$ cat config.mk
export PLATFORM = sky130hd
export DESIGN_NAME = display_arbiter
export DESIGN_NICKNAME = d
export VERILOG_FILES = /design/src/rtl/display_pkg.sv /design/src/rtl/seg_decode.sv /design/src/rtl/display_arbiter.sv
export SDC_FILE = /design/constraint.sdc
export NUM_CORES = 1
export LEC_CHECK = 0
export ABC_AREA = 1
export BUFFER_PORTS_ARGS = -buffer_cell sky130_fd_sc_hd__buf_2
export CAP_MARGIN = 20
export CORE_MARGIN = 2
export CORE_UTILIZATION = 54
export CTS_BUF_LIST = sky130_fd_sc_hd__clkbuf_16
export CTS_CLUSTER_DIAMETER = 60
export DETAILED_ROUTE_END_ITERATION = 6
export GPL_TIMING_DRIVEN = 1
export PLACE_DENSITY = 0.89
export SYNTH_ARGS = -nofsm -noshare
export SYNTH_HDL_FRONTEND = slang
export SYNTH_SLANG_ARGS = --single-unit
$ cat constraint.sdc
create_clock -name clk -period 3.24 [get_ports clk]
set_input_delay 0.324 -clock clk [delete_from_list [all_inputs] [get_ports clk]]
set_output_delay 0.324 -clock clk [all_outputs]
set_load 0.005 [all_outputs]
$ cat src/rtl/display_pkg.sv
// Shared display definitions: arbiter state encoding, blank segment code and the
// hex-to-seven-segment table (bit 0 = a ... bit 6 = g, active-high).
package display_pkg;

    localparam logic [7:0] SEG_BLANK = 8'h00;

    typedef enum logic [1:0] {
        ST_IDLE  = 2'd0,
        ST_OWN_A = 2'd1,
        ST_OWN_B = 2'd2
    } state_e;

    localparam logic [6:0] HEX_SEG_TABLE [0:15] = '{
        7'h3F, 7'h06, 7'h5B, 7'h4F, 7'h66, 7'h6D, 7'h7D, 7'h07,
        7'h7F, 7'h6F, 7'h77, 7'h7C, 7'h39, 7'h5E, 7'h79, 7'h71
    };

endpackage

$ cat src/rtl/seg_decode.sv
// Combinational hex digit plus decimal point to active-high seven-segment byte.
module seg_decode
    import display_pkg::*;
(
    input  logic [3:0] code,
    input  logic       dp,
    output logic [7:0] seg
);

    always_comb begin
        seg = {dp, HEX_SEG_TABLE[code]};
    end

endmodule

$ cat src/rtl/display_arbiter.sv
// Time-shares the 8-digit seven-segment display between requester A (priority)
// and requester B, with minimum-hold round-robin and a continuous digit scan.
module display_arbiter
    import display_pkg::*;
#(
    parameter int unsigned SCAN_DIV   = 100000,
    parameter int unsigned HOLD_TICKS = 2000
) (
    input  logic        clk,
    input  logic        rst,
    input  logic        req_a,
    input  logic [31:0] data_a,
    input  logic [7:0]  dp_a,
    input  logic        req_b,
    input  logic [31:0] data_b,
    input  logic [7:0]  dp_b,
    output logic [1:0]  grant,
    output logic [7:0]  digit_enable,
    output logic [7:0]  segment_data
);

    localparam int unsigned PRE_W  = $clog2(SCAN_DIV);
    localparam int unsigned HOLD_W = $clog2(HOLD_TICKS + 1);

    localparam logic [PRE_W-1:0]  PRE_LAST = PRE_W'(SCAN_DIV - 1);
    localparam logic [HOLD_W-1:0] HOLD_MAX = HOLD_W'(HOLD_TICKS);

    state_e             state_q, state_d;
    logic [PRE_W-1:0]   pre_cnt_q, pre_cnt_d;
    logic [HOLD_W-1:0]  hold_cnt_q, hold_cnt_d;
    logic [2:0]         idx_q, idx_d;
    logic [7:0]         digit_enable_q, digit_enable_d;
    logic [7:0]         segment_data_q, segment_data_d;

    logic               tick;
    logic               hold_done;
    logic [3:0]         sel_code;
    logic               sel_dp;
    logic [7:0]         dec_seg;

    assign tick      = (pre_cnt_q == PRE_LAST);
    assign hold_done = (hold_cnt_q == HOLD_MAX);

    always_ff @(posedge clk or posedge rst) begin
        if (rst) begin
            state_q <= ST_IDLE;
        end else begin
            state_q <= state_d;
        end
    end

    // Owner dropping its request always wins over hold expiry.
    always_comb begin
        state_d = state_q;
        case (state_q)
            ST_IDLE: begin
                if (req_a)      state_d = ST_OWN_A;
                else if (req_b) state_d = ST_OWN_B;
            end
            ST_OWN_A: begin
                if (!req_a && req_b)                state_d = ST_OWN_B;
                else if (!req_a && !req_b)          state_d = ST_IDLE;
                else if (req_a && req_b && hold_done) state_d = ST_OWN_B;
            end
            ST_OWN_B: begin
                if (!req_b && req_a)                state_d = ST_OWN_A;
                else if (!req_b && !req_a)          state_d = ST_IDLE;
                else if (req_b && req_a && hold_done) state_d = ST_OWN_A;
            end
            default: state_d = ST_IDLE;
        endcase
    end

    always_comb begin
        grant = 2'b00;
        case (state_q)
            ST_OWN_A: grant = 2'b01;
            ST_OWN_B: grant = 2'b10;
            default:  grant = 2'b00;
        endcase
    end

    always_comb begin
        pre_cnt_d = tick ? '0 : pre_cnt_q + 1'b1;
        idx_d     = tick ? idx_q + 3'd1 : idx_q;

        hold_cnt_d = hold_cnt_q;
        if (state_d != state_q) begin
            hold_cnt_d = '0;
        end else if (tick && (state_q != ST_IDLE) && !hold_done) begin
            hold_cnt_d = hold_cnt_q + 1'b1;
        end
    end

    // Requester data is only looked at on tick cycles, for the slot about to start.
    always_comb begin
        sel_code = 4'h0;
        sel_dp   = 1'b0;
        case (state_q)
            ST_OWN_A: begin
                sel_code = data_a[{idx_d, 2'b00} +: 4];
                sel_dp   = dp_a[idx_d];
            end
            ST_OWN_B: begin
                sel_code = data_b[{idx_d, 2'b00} +: 4];
                sel_dp   = dp_b[idx_d];
            end
            default: begin
                sel_code = 4'h0;
                sel_dp   = 1'b0;
            end
        endcase
    end

    seg_decode u_seg_decode (
        .code (sel_code),
        .dp   (sel_dp),
        .seg  (dec_seg)
    );

    always_comb begin
        digit_enable_d = digit_enable_q;
        segment_data_d = segment_data_q;
        if (tick) begin
            digit_enable_d = 8'h01 << idx_d;
            segment_data_d = (state_q == ST_IDLE) ? SEG_BLANK : dec_seg;
        end
    end

    always_ff @(posedge clk or posedge rst) begin
        if (rst) begin
            pre_cnt_q      <= '0;
            hold_cnt_q     <= '0;
            idx_q          <= '0;
            digit_enable_q <= 8'h00;
            segment_data_q <= SEG_BLANK;
        end else begin
            pre_cnt_q      <= pre_cnt_d;
            hold_cnt_q     <= hold_cnt_d;
            idx_q          <= idx_d;
            digit_enable_q <= digit_enable_d;
            segment_data_q <= segment_data_d;
        end
    end

    assign digit_enable = digit_enable_q;
    assign segment_data = segment_data_q;

endmodule

After elaboration in Yosys (flattened, before gate mapping)
Memory sizes are Yosys's and may differ from the RTL's.
Cells that the tools add are included.
Word-level totals
  memories kept: 1
  input bits: 84
  bits in read-only memories: 112
  output and inout bits: 18
  word-level logic and storage cells: 57
  bits in registers: 49
Memory list
  (name not given): depth 16, bits a word 7, read ports 1, clocked after Yosys merged registers in 0, wr ports 0, RTL line seg_decode.sv:11  | seg = {dp, HEX_SEG_TABLE[code]};
Operators by class
  bitwise operators: 1
  shifts and indexed selects: 3
  equality and inequality tests: 5
  multiplexer cells: 23
  $add $sub $neg: 3
  order comparisons: 2
  reduce and logical (&&, ||, !) cells: 13
Operators with widths (number)
  32-bit by 6-bit variable part select with 4-bit output: 2
  11-bit two-way mux: 2
  17-bit by 1-bit adder with 17-bit output, second input constant: 1
  17-bit equality test, second input constant: 1
  17-bit two-way mux: 1
  2-bit two-way mux: 8
  7-bit two-way mux: 2
  11-bit by 1-bit adder with 11-bit output, second input constant: 1
  11-bit equality test, second input constant: 1
  8-bit two-way mux: 1
  4-bit case mux with 2 select lines: 1
  1-bit by 3-bit << shifter with 8-bit output, first input constant: 1
  1-bit logical AND: 7
  1-bit binary-select mux with 3-bit select: 2
  2-bit case mux with 3 select lines: 1
  5-bit greater-or-equal comparator, second input constant: 1
  4-bit inverter with 5-bit output: 1
  3-bit by 4-bit < comparator with 1-bit output, second input constant: 1
  2-bit case mux with 2 select lines: 1
  2-bit nonzero test: 2
  3-bit by 1-bit adder with 3-bit output, second input constant: 1
  1-bit logical NOT: 3
  3-bit two-way mux: 1
  2-bit by 1-bit equality test with 1-bit output, second input constant: 1
  5 further kinds: 6

Longest topological paths before layout
  depth after elaboration: 9
  depth in mapped cells: 22
  mapped depth without buffers: 21

Cells and area by module
From an unflattened synthesis, not the netlist that was laid out.
Unflattened totals
  cell total of the unflattened synthesis: 500
  area, all modules: 3759.9 um^2
Modules (own cells, without submodules)
  display_arbiter: cells each 447, area each 3482.1 um^2, sequential area each 1226.2 um^2, times used 1
  seg_decode: cells each 53, area each 277.8 um^2, sequential area each 0.0 um^2, times used 1

Worst setup path before layout
Ideal clock, no wire load.
  kind: reg2reg
  start point: register state_q[0]
  end point: register segment_data_q[0], in the netlist segment_data[0]
  path buffers: 2
  data arrival time: 2.596 ns
  clock period less this slack: 2.661 ns
  path slack: 0.579 ns
  data required time: 3.174 ns
  library setup time: 0.066 ns
  stages on the path, launching flop included: 18
  path through: dfrtp_1 -> inv_1 -> ha_1 -> buf_2 -> buf_2 -> mux2_2 -> nand3_1 -> nand3_1 -> nand2_1 -> nand2_1 -> nand3_1 -> inv_1 -> ha_1 -> inv_1 -> nand4_1 -> nand3_1 -> nand3_1 -> nand2_1
On the way
  word-level cells in the longest chain between the ends: 7
  elaborated cells between the ends (all ways): 9
  classes of those cells: eq/ne: 2; mux: 4; bitwise: 1; reduce/logical: 1; memory: 1
Ends and longest elaborated chain
  start, declared: RTL line display_arbiter.sv:28  | state_e state_q, state_d;
  start signal, assigned: RTL line display_arbiter.sv:48  | state_q <= state_d;
  2-bit equality test or 2-bit by 1-bit equality test with 1-bit output (tied branches): RTL line display_arbiter.sv:99  | case (state_q)
  4-bit case mux with 2 select lines: RTL line display_arbiter.sv:99
  4-bit inverter with 5-bit output (not written as such): RTL line seg_decode.sv:11
  memory read 16 x 7 bit
  7-bit two-way mux (not written as such) (2 in series): RTL line seg_decode.sv:11
  8-bit two-way mux *: RTL line display_arbiter.sv:126  | segment_data_d = (state_q == ST_IDLE) ? SEG_BLANK : dec_seg;
  end signal, assigned: RTL line display_arbiter.sv:142  | segment_data_q <= segment_data_d;
  end, declared: RTL line display_arbiter.sv:33  | logic [7:0] segment_data_q, segment_data_d;
Mark *: on every way between the ends. The rest lies on a longest branch, timed or not. The select of a mux whose other input is x is not followed.
A chain may end at the register's enable or synchronous reset.

Worst setup path after layout
  start point: register pre_cnt_q[0]
  end point: register segment_data_q[0], in the netlist segment_data[0]
On the way
  word-level cells in the longest chain between the ends: 9
  elaborated cells between the ends (all ways): 10
  classes of those cells: eq/ne: 1; shift: 2; mux: 5; bitwise: 1; memory: 1
Ends and longest elaborated chain
  start, declared: RTL line display_arbiter.sv:29  | logic [PRE_W-1:0] pre_cnt_q, pre_cnt_d;
  start signal, assigned: RTL line display_arbiter.sv:138  | pre_cnt_q <= pre_cnt_d;
  17-bit equality test *: RTL line display_arbiter.sv:41  | assign tick = (pre_cnt_q == PRE_LAST);
  3-bit two-way mux *: RTL line display_arbiter.sv:85  | idx_d = tick ? idx_q + 3'd1 : idx_q;
  named net idx_d[1]: RTL line display_arbiter.sv:31  | logic [2:0] idx_q, idx_d;
  32-bit by 6-bit variable part select with 4-bit output (on tied branches): RTL line display_arbiter.sv:105, display_arbiter.sv:101
  4-bit case mux with 2 select lines *: RTL line display_arbiter.sv:99
  4-bit inverter with 5-bit output (not written as such) *: RTL line seg_decode.sv:11
  memory read 16 x 7 bit *
  7-bit two-way mux (not written as such) * (2 in series): RTL line seg_decode.sv:11
  8-bit two-way mux *: RTL line display_arbiter.sv:126
Mark *: on every way through the listed nets, which the timed path passes. The rest lies on a longest branch. The select of a mux whose other input is x is not followed.

==> impl_metrics.py <==
metrics = {
    "status": {
        "status": "complete, no violations",
    },
    "worst_setup_path": {
        "cp_max_fo": 10,
        "crit_path_end_kind": "register",
        "crit_path_start_kind": "register",
        "cpPeakStageDelay_ns": 0.37,
        "cp_top_family": "simple AND/OR/NAND/NOR gates",
        "worstPathArrival_ns": 3.20,
        "crit_type": "register to register",
        "cp.required_ns": 3.47,
        "crit_top_cell": "nand2_1",
        "path_buf_inv": 2,
        "cpMaxStageDelayCell": "dfrtp_1",
        "crit_chain": "ha_1, nand2_1, nor2_1, nand3_1, nor2_1, nand2_1, nand2_1, nand2_1, nand3_1, nand2_1, nand2_1, nand2_1, nor2_2, inv_1, ha_1, inv_1, nand4_1, nand3_1, nand3_1, nand2_1",
    },
    "sta": {
        "timing.final.crit_share_pct": 91.7,
        "hold_viol": 0,
        "max_freq_mhz": 336,
        "setup_viol": 0,
        "fin_skew_ns": 0.00534,
        "slew_headroom_pct": 58.9,
        "period_needed_ns": 2.97,
        "tightest_slew_ns": 0.616,
        "tns_ns": 0,
        "slew_viol_final": 0,
        "rsz0062_at_grt": "false",
    },
    "route": {
        "vias": 3807,
        "wl_per_cell_um": 14.4,
        "drt_iter0_drc": 233,
        "routed_wl_um": 10000,
        "first_pass_iters": 5,
        "ant_nets": 0,
        "routed_via_density": 5.47,
        "drcViolationCount": 0,
    },
    "die": {
        "die_h_um": 87.4,
        "coreArea_mm2": 0.00676,
        "io_pins": 102,
        "start_util_pct": 55.6,
        "die_w_um": 87.4,
        "placementRows": 30,
        "die_area_mm2": 0.00764,
    },
    "clocking": {
        "numCtsBuffers": 5,
        "cts_hold_buf": 0,
        "clk_latency_ns": 0.29,
        "clkSinkCount": 49,
        "cts_setup_buffers": 0,
        "cts_root_buffer": "clkbuf_16",
        "htree_levels": 2,
        "cts_tree": "done",
        "post_cts_resized": 0,
        "clk_pin_slew_ns": 0.07,
        "cts_buffer_depth": 2,
    },
    "power": {
        "switchingPower_uw": 794,
        "vdd.ir_drop.worst_uv": 338,
        "p_per_area_mw_per_mm2": 472,
        "internal_power_uw": 1350,
        "total_power_uw": 2140,
        "p_seq_share_pct": 29.7,
        "p_comb_share_pct": 43.1,
        "clkPwrFrac_pct": 27.1,
        "netSwitchingFraction_pct": 37.1,
        "power.leakage_uw": 0.00229,
    },
    "layout": {
        "finalNonFillerCells": 696,
        "nets": 713,
        "layout-drive-gt1-share_pct": 26.1,
        "final_common_cell": "nand2_1",
        "diodes": 0,
        "mostFrequentLayoutCells": "nand2_1, buf_2, inv_1",
        "fillers": 548,
        "area_growth_syn_to_layout_pct": 20.7,
    },
    "logic_synthesis": {
        "synth_edf_count": 0,
        "synth_cell_type_count": 42,
        "async_flop_share_pct": 100,
        "synth_ff_type": "dfrtp_1",
        "ys_warn_count": 0,
        "syn-cell-area_mm2": 0.00376,
        "ys_ff_latch": 49,
        "postSynthAreaPerCell_um2": 7.33,
        "synthTopCellsByArea": "dfrtp_1, nand2_1, nand3_1",
        "synth_top_cell_area_share_pct": 32.6,
        "yosys.area.top_type": "dfrtp_1",
        "synth_nets": 611,
        "synth_cells": 513,
        "yosysSeqAreaShare_pct": 32.6,
    },
    "global_route": {
        "grt_max_degree": 50,
        "track_usage_pct": 26.9,
        "gr-total-overflow": 0,
        "grt_pass1_wl_um": 16300,
        "grt_pass1_vias": 3601,
        "antenna_found_initial": 0,
    },
    "min_path": {
        "hp-class": "primary input to asynchronous set/reset pin",
    },
    "placement": {
        "routabilityCongestion": 0.886,
        "io_buffers": 101,
        "placedCellCount": 688,
        "place.detailed.hpwl_um": 7550,
    },
    "run": {
        "drv_cap": 0,
    },
}
==> per-layer routing <==
| layer | vias up | wire (um) | track usage [%] |
|---|---|---|---|
| li1 | 1844 | - | - |
| met1 | 1756 | 3940 | 33.0 |
| met2 | 189 | 5200 | 49.4 |
| met3 | 18 | 663 | 3.13 |
| met4 | 0 | 195 | 7.69 |
| met5 | - | 0 | 0 |
==> cells by family (layout without fill, tap and decap cells) <==
kind of cell / after synthesis / in the layout / synth area share, %
AOI/OAI and AO/OA: 28 / 28 / 4.43
xor gates and xnor gates: 16 / 16 / 4.43
adders and majority gates: 14 / 14 / 4.66
buffers and inverters: 87 / 190 / 9.29
DFF: 49 / 49 / 32.6
muxes: 32 / 32 / 8.99
and+or+nand+nor: 287 / 287 / 35.6
==> Yosys cell counts, drive strengths merged (2+ instances only) <==
cell	count
nand2	144
inv	74
nand3	63
dfrtp	49
nor2	49
mux2i	18
ha	14
mux2	14
xor2	14
nand4	13
o21ai	12
buf	11
nor3	8
a21oi	6
nor4	4
or2	4
a31oi	2
clkbuf	2
o211ai	2
o31ai	2
xnor2	2
==> registers in the layout, summed over array words and instances (netlist names) <==
name          cells
state_q           2
hold_cnt_q       11
digit_enable      8
pre_cnt_q        17
segment_data      8
idx_q             3
==> metrics by stage <==
stage | instance area [um2] | hold WS, ns | worst slack [ns] | util (%)
final | 4540 | 0.190 | 0.268 | 67.1
after global routing | 4540 | 0.259 | 0.0155 | 67.1
after CTS | 4520 | 0.213 | 0.181 | 66.9
after detailed placement | 4360 | 0.464 | 0.210 | 64.5
after global placement | 4360 | 0.464 | 0.404 | 64.5
after floorplan | 3760 | 0.473 | 0.579 | -
==> path summary, 6_finish.rpt <==
path	start	endpoint	slack, ns	cells after the start
max in group asynchronous	rst	pre_cnt_q[13]$_DFF_PP0_	2.64	3
min in group clk	segment_data[1]$_DFFE_PP0N_	segment_data[1]$_DFFE_PP0N_	0.47	2
worst min-delay path	rst	digit_enable[6]$_DFFE_PP0N_	0.19	3
worst max-delay path	pre_cnt_q[0]$_DFF_PP0_	segment_data[0]$_DFFE_PP0N_	0.27	20
worst min register to register	segment_data[1]$_DFFE_PP0N_	segment_data[1]$_DFFE_PP0N_	0.47	2
worst max register to register	pre_cnt_q[0]$_DFF_PP0_	segment_data[0]$_DFFE_PP0N_	0.27	20
==> worst min-delay path, delay by kind of cell <==
kind	cells	cell delay, ns
buffers and inverters	3	0.62
==> power groups by stage <==
stage | Sequential [uW] | Clock [uW] | Combinational (uW)
final | 636 | 580 | 923
after global routing | 638 | 608 | 1010
after CTS | 636 | 584 | 909
after detailed placement | 647 | 0 | 900
after global placement | 646 | 0 | 864
after floorplan | 643 | 0 | 680
==> layout make-up <==
class | instances | area, um2 | area share [%]
clock inverter | 3 | 37.5 | 0.827
clock buffer | 5 | 125 | 2.76
tap | 80 | 100 | 2.21
multi-input combinational | 377 | 2200 | 48.5
sequential | 49 | 1230 | 27.0
timing repair buffer | 108 | 571 | 12.6
inverter | 74 | 278 | 6.12
Power figures use the tool's default switching activity.
